**config.mk**
```make
export PLATFORM = sky130hd
export DESIGN_NAME = rab_lookup_arbiter
export DESIGN_NICKNAME = d
export VERILOG_FILES = /design/src/rtl/rab_lookup_arbiter.sv
export SDC_FILE = /design/constraint.sdc
export NUM_CORES = 1
export LEC_CHECK = 0
export CAP_MARGIN = 10
export CORE_AREA = 2 2 83 85
export CTS_BUF_LIST = sky130_fd_sc_hd__clkbuf_4 sky130_fd_sc_hd__clkbuf_8
export DETAILED_ROUTE_END_ITERATION = 10
export DIE_AREA = 0 0 85 87
export PLACE_DENSITY = 0.74
export REMOVE_ABC_BUFFERS = 1
export SETUP_SLACK_MARGIN = 0.02
export SLEW_MARGIN = 30
export SYNTH_ARGS = -nofsm -noshare
export SYNTH_HDL_FRONTEND = slang
export SYNTH_SLANG_ARGS = --single-unit
export TNS_END_PERCENT = 5
```
**constraint.sdc**
```tcl
create_clock -name Clk_CI -period 6.4 [get_ports Clk_CI]
set_clock_uncertainty 0.2 [all_clocks]
set_input_delay 1.28 -clock Clk_CI [delete_from_list [all_inputs] [get_ports Clk_CI]]
set_output_delay 1.28 -clock Clk_CI [all_outputs]
set_load 0.02 [all_outputs]
```
**src/rtl/rab_lookup_arbiter.sv**
```systemverilog
// rab_lookup_arbiter
//
// Sequences the shared RAB lookup stage between the read (port1, AR) and write
// (port2, AW) slave address ports. One lookup is launched at a time and the port
// selection is held until the stage reports the request as sent. Contention is
// resolved by weighted round-robin: port1 may win up to PORT1_WEIGHT consecutive
// launches before port2 takes priority. Per-port launch counters and a sticky
// timeout flag are exported for debug / config readback.
//
// Ports:
//   Clk_CI, Rst_RBI          clock, asynchronous active-low reset
//   port1/2_addr_valid_i     address pending lookup on port1 / port2
//   port1/2_sent_i           lookup stage forwarded or dropped the request
//   invalidate_i             TLB invalidation running; blocks new launches
//   clear_i                  synchronous clear of counters and timeout flag
//   select_o                 port select to lookup stage (1 = port1, 0 = port2)
//   launch_o                 single-cycle pulse when a lookup is launched
//   busy_o                   a lookup is in flight
//   timeout_o                sticky: a lookup has been busy TIMEOUT_CYCLES cycles
//   port1/2_cnt_o            saturating launch counters

module rab_lookup_arbiter #(
  parameter int unsigned PORT1_WEIGHT   = 1,
  parameter int unsigned TIMEOUT_CYCLES = 1024,
  parameter int unsigned CNT_WIDTH      = 16
) (
  input  logic                 Clk_CI,
  input  logic                 Rst_RBI,
  input  logic                 port1_addr_valid_i,
  input  logic                 port2_addr_valid_i,
  input  logic                 port1_sent_i,
  input  logic                 port2_sent_i,
  input  logic                 invalidate_i,
  input  logic                 clear_i,
  output logic                 select_o,
  output logic                 launch_o,
  output logic                 busy_o,
  output logic                 timeout_o,
  output logic [CNT_WIDTH-1:0] port1_cnt_o,
  output logic [CNT_WIDTH-1:0] port2_cnt_o
);

  // Busy counter is one value wider than needed so that, once saturated, it
  // can never equal the trigger value again and re-raise a cleared flag.
  localparam int unsigned ToW = (TIMEOUT_CYCLES > 0) ? $clog2(TIMEOUT_CYCLES + 1) : 1;
  localparam logic [ToW-1:0] ToLast = (TIMEOUT_CYCLES == 0) ? '0 : ToW'(TIMEOUT_CYCLES - 1);
  localparam logic [3:0] Weight = 4'(PORT1_WEIGHT);

  typedef enum logic [1:0] {
    StIdle = 2'b01,
    StBusy = 2'b10
  } state_e;

  state_e               state_d, state_q;
  logic                 sel_d, sel_q;
  logic [3:0]           burst_d, burst_q;
  logic [ToW-1:0]       busy_cnt_d, busy_cnt_q;
  logic                 timeout_d, timeout_q;
  logic [CNT_WIDTH-1:0] p1_cnt_d, p1_cnt_q;
  logic [CNT_WIDTH-1:0] p2_cnt_d, p2_cnt_q;
  logic                 grant_p1;

  always_comb begin
    state_d    = state_q;
    sel_d      = sel_q;
    burst_d    = burst_q;
    busy_cnt_d = busy_cnt_q;
    timeout_d  = timeout_q;
    p1_cnt_d   = p1_cnt_q;
    p2_cnt_d   = p2_cnt_q;
    grant_p1   = 1'b1;
    select_o   = 1'b1;
    launch_o   = 1'b0;
    busy_o     = 1'b0;

    case (state_q)
      StIdle: begin
        // Port1 is the default when idle or when it still has burst credit.
        if (port1_addr_valid_i && port2_addr_valid_i) begin
          grant_p1 = (burst_q < Weight);
        end else if (port2_addr_valid_i) begin
          grant_p1 = 1'b0;
        end else begin
          grant_p1 = 1'b1;
        end
        select_o = grant_p1;
        launch_o = ~invalidate_i & (port1_addr_valid_i | port2_addr_valid_i);

        if (launch_o) begin
          sel_d      = grant_p1;
          state_d    = StBusy;
          busy_cnt_d = '0;
          if (grant_p1) begin
            if (p1_cnt_q != '1) p1_cnt_d = p1_cnt_q + CNT_WIDTH'(1);
            if (burst_q < Weight) burst_d = burst_q + 4'd1;
          end else begin
            if (p2_cnt_q != '1) p2_cnt_d = p2_cnt_q + CNT_WIDTH'(1);
            burst_d = '0;
          end
        end
      end

      StBusy: begin
        select_o = sel_q;
        busy_o   = 1'b1;
        if (busy_cnt_q != '1) busy_cnt_d = busy_cnt_q + ToW'(1);
        if ((TIMEOUT_CYCLES != 0) && (busy_cnt_q == ToLast)) timeout_d = 1'b1;
        if (port1_sent_i || port2_sent_i) state_d = StIdle;
      end

      default: state_d = StIdle;
    endcase

    // Clear takes precedence over any same-cycle increment or timeout set.
    if (clear_i) begin
      p1_cnt_d  = '0;
      p2_cnt_d  = '0;
      timeout_d = 1'b0;
    end
  end

  always_ff @(posedge Clk_CI or negedge Rst_RBI) begin
    if (!Rst_RBI) begin
      state_q    <= StIdle;
      sel_q      <= 1'b1;
      burst_q    <= '0;
      busy_cnt_q <= '0;
      timeout_q  <= 1'b0;
      p1_cnt_q   <= '0;
      p2_cnt_q   <= '0;
    end else begin
      state_q    <= state_d;
      sel_q      <= sel_d;
      burst_q    <= burst_d;
      busy_cnt_q <= busy_cnt_d;
      timeout_q  <= timeout_d;
      p1_cnt_q   <= p1_cnt_d;
      p2_cnt_q   <= p2_cnt_d;
    end
  end

  assign timeout_o   = timeout_q;
  assign port1_cnt_o = p1_cnt_q;
  assign port2_cnt_o = p2_cnt_q;

endmodule

```
==> results.md <==
Clocking:
- The clock sink total is 51.
- At the later pin of the worst-skew pair, clock insertion delay measures 0.30 ns.
- The CTS tree is done.
- After clock tree synthesis, the flow added hold-fix buffers numbering 0.
- Post-CTS repair changed the size of 0 cells.
- TritonCTS created 5 clock buffers.
- The tree is rooted in a sky130_fd_sc_hd__clkbuf_8.
- Clock-pin slew was measured on the worst setup and hold paths at 0.08 ns.
- The maximum count of clock buffers along a single path is 2.
- The number of setup buffers added after CTS is 0.
- CTS built an H-tree with a depth of 2.

Yosys:
- The mean instance size in the synthesized netlist is 9.33 µm².
- The number of standard cells after synthesis is 303.
- The number of distinct library cells after synthesis is 48.
- The synthesized design devotes to its leading area cell type 43.4% of total area.
- The async set or reset register ratio after synthesis is 100%.
- The main flop type after synthesis is sky130_fd_sc_hd__dfrtp_1.
- The count of flip-flops with a built-in enable after synthesis is 0.
- The biggest area consumer among synthesized cells is sky130_fd_sc_hd__dfrtp_1.
- sky130_fd_sc_hd__dfrtp_1 is the most common cell in the netlist.
- The commonest cells after synthesis are 49 x sky130_fd_sc_hd__dfrtp_1, 45 x sky130_fd_sc_hd__nor2_1, 23 x sky130_fd_sc_hd__xnor2_1.
- After synthesis, flip-flops and latches occupy 45.2% of the total area.
- The post-synthesis instance area is 2830 µm².
- Sorting the synthesized cells by area gives the leading types as sky130_fd_sc_hd__dfrtp_1 43%, sky130_fd_sc_hd__xnor2_1 7.1%, sky130_fd_sc_hd__nor2_1 6.0%.
- After synthesis the netlist holds a flip-flop and latch count of 51.
- During synthesis, Yosys emitted a total of 0 warnings.

Route:
- The detailed router finished its first iteration with 191 violations.
- Summed over all layers, the routed wires come to 6320 µm.
- The average wire per cell in the routed design is 14.8 µm.
- Summed over all nets, wire length on met3 after detailed routing comes to 217 µm.
- In the routed design, unresolved DRC markers number 0.
- The count of nets left with antenna violations after detail routing is 0.
- The via count is 2463.
- The number of iterations in the first detailed-routing pass is 4.
- After detailed routing, no signal wire sits above met4.
- The met1 routed wirelength after detailed routing is 3130 µm.
- The total met2 wirelength after detailed routing is 2920 µm.
- Dividing the detail-routed via count by the number of cells gives 5.75.

Run status:
- The run finished with clean final reports.

STA:
- Hold timing on the final database bottoms out at a slack of 0.285 ns.
- The highest attainable clock frequency is 227 MHz.
- The worst max-slew margin expressed relative to the limit is 55.0%.
- The number of max-slew violations in the final report is 0.
- Setup repair after global routing left no endpoint under its margin.
- After layout, the minimum clock period comes to 4.41 ns.
- The final hold violation count is 0.
- For the pin with the worst max-slew slack, the measured transition is 0.672 ns.
- Setup violations remaining at the end of the flow were counted as 0.
- The share of the cycle needed by the critical path after routing is 68.9%.
- The post-route setup TNS is 0 ns.

Finish:
- The final non-filler cell total is 428.
- The repair_antennas step left the layout with diodes totalling 0.
- Compared with the post-synthesis result, the final layout area differs by 21.1%.
- The post-route netlist has 7.18% of its cells at a drive strength greater than 1.
- For this run, the post-layout net count is 362.
- The filler cell count in the final layout is 609.

Global route:
- The residual overflow from global routing is 0.
- The wire length of the first global-routing pass is 10700 µm.
- The via count of the first global-routing pass is 2295.
- Entering global routing, the biggest net connects 52 pins.
- The initial antenna violation count came to 0.
- In the global route stage, overall resource usage came out at 17.6%.

Place:
- The count of buffers from port buffering is 43.
- Once detailed placement completed, the half-perimeter wirelength came to 4340 µm.
- The congestion estimate from routability-driven global placement came to 0.849.
- The count of placed standard cells including taps is 420.

Critical path:
- In this design, the stage delay of the slowest critical-path cell is 0.59 ns.
- The kind of end point of the critical path is a primary output.
- For the worst setup path, the data required time is 4.92 ns.
- The category of the most critical setup path is input pin to primary output.
- Walking the worst path, the cells encountered are clkdlybuf4s50_1 -> nand4bb_4 -> nand2_1 -> a221o_1 -> clkdlybuf4s50_1.
- The critical path's slowest cell is sky130_fd_sc_hd__clkdlybuf4s50_1.
- STA puts the critical path data arrival time at 2.93 ns.
- By instance count, the cell type seen most on the critical path is sky130_fd_sc_hd__clkdlybuf4s50_1.
- The critical-path maximum fanout is 5.
- The type of element launching the critical path is an input pin.

Floorplanning:
- During I/O placement, the number of pins put on the boundary was 44.
- The row count is 30.
- In this run the horizontal extent of the chip is 85 µm.
- The floorplan step defined a die boundary enclosing 7400 µm².
- The region available for standard cell placement spans 6570 µm².
- In this run the vertical extent of the chip is 87 µm.
- The starting utilization of the core area is 43.0%.

Power and ir drop:
- The peak supply drop is 235 µV.
- The switching share of power is 33.2%.
- The power density over cell area is 238 nW/µm².
- The leakage power is 1.33 nW.
- The part of the power in registers is 47.4%.
- The internal power of the cells is 0.544 mW.
- The combinational fraction of design power is 29.2%.
- Of the total power, the clock network draws 23.4%.
- The total power after layout is 0.814 mW.
- The analysis attributes to net switching a power of 0.271 mW.

Job:
- The tool flagged a number of max-cap violations equal to 0.

Min path:
- In this run the worst hold path is classified as flip-flop to flip-flop.
[routing by layer]
layer / vias up / GRT usage [%]
met2: 48 / 27.7
li1: 1195 / -
met3: 5 / 3.51
met4: 0 / 3.90
met1: 1215 / 25.2
met5: - / 0
[power by group through the flow]
stage / clock network (mW) / registers (mW) / logic [mW]
finish: 0.190 / 0.386 / 0.238
global placement: 0 / 0.390 / 0.233
detailed placement: 0 / 0.394 / 0.237
global route: 0.208 / 0.393 / 0.264
CTS: 0.197 / 0.387 / 0.238
floorplan: 0 / 0.389 / 0.157
[cell families (layout without fill, tap and decap cells)]
family,count (synthesis),count (layout),synth area share (%)
mux,5,5,1.77
xor+xnor,23,23,7.12
buf+inv,19,64,2.88
compound gates,53,53,13.0
fa+ha+maj,7,7,3.10
simple gates,145,145,26.9
flops,51,51,45.2
[worst max-delay path: cells and delay by family]
| kind | cells | cell delay [ns] |
|---|---|---|
| compound gates | 1 | 0.16 |
| buf+inv | 2 | 1.16 |
| simple gates | 2 | 0.33 |
[cells in the final DEF (no fill, tap or decap), types with 4 or more instances in the layout]
cell | synthesis | routed
sky130_fd_sc_hd__a31oi_1 | 4 | 4
sky130_fd_sc_hd__dfrtp_1 | 49 | 49
sky130_fd_sc_hd__nand2_1 | 19 | 19
sky130_fd_sc_hd__a211oi_1 | 5 | 5
sky130_fd_sc_hd__inv_1 | 10 | 10
sky130_fd_sc_hd__nand4_1 | 13 | 13
sky130_fd_sc_hd__nand3_1 | 18 | 18
sky130_fd_sc_hd__nor3_1 | 12 | 12
sky130_fd_sc_hd__a21oi_1 | 12 | 12
sky130_fd_sc_hd__mux2i_1 | 5 | 5
sky130_fd_sc_hd__clkdlybuf4s50_1 | 0 | 42
sky130_fd_sc_hd__xnor2_1 | 23 | 23
sky130_fd_sc_hd__nor2_1 | 45 | 45
sky130_fd_sc_hd__clkbuf_8 | 0 | 5
sky130_fd_sc_hd__o21ai_0 | 13 | 13
sky130_fd_sc_hd__and3_1 | 8 | 8
sky130_fd_sc_hd__nor4_1 | 9 | 9
sky130_fd_sc_hd__ha_1 | 7 | 7
[sequential cells by signal, indices dropped and copies added, names as in the netlist]
signal,cells
burst_q,4
sel_q,1
timeout_o,1
busy_cnt_q,11
state_q,2
port1_cnt_o,16
port2_cnt_o,16
[final timing paths]
| check | slack, ns | cells after the start | startpoint | end |
|---|---|---|---|---|
| setup reg to reg | 3.70 | 6 | state_q[0] | port1_cnt_o[15] |
| hold / removal | 0.28 | 1 | busy_cnt_q[9] | busy_cnt_q[9] |
| max in group asynchronous | 4.68 | 2 | Rst_RBI | busy_cnt_q[10] |
| hold reg to reg | 0.28 | 1 | busy_cnt_q[9] | busy_cnt_q[9] |
| setup / recovery | 1.99 | 5 | port1_addr_valid_i | select_o |
| min in group asynchronous | 0.86 | 2 | Rst_RBI | burst_q[1] |
[layout make-up]
type	count	area (µm²)	area share, %
Multi-Input combinational cell	233	1470	42.9
Sequential cell	51	1280	37.4
Timing Repair Buffer	46	448	13.1
Tap cell	80	100	2.92
Clock buffer	8	91.3	2.67
Inverter	10	37.5	1.10
[per-stage QoR]
step                setup slack, ns  instance area (µm²)  utilization, %
finish                         1.99                 3420            52.1
floorplan                      3.06                 2780               -
CTS                            1.99                 3420            52.1
global placement               2.03                 3330            50.7
global route                   1.93                 3420            52.1
detailed placement             1.99                 3330            50.7
(Power assumes the default switching activity.)
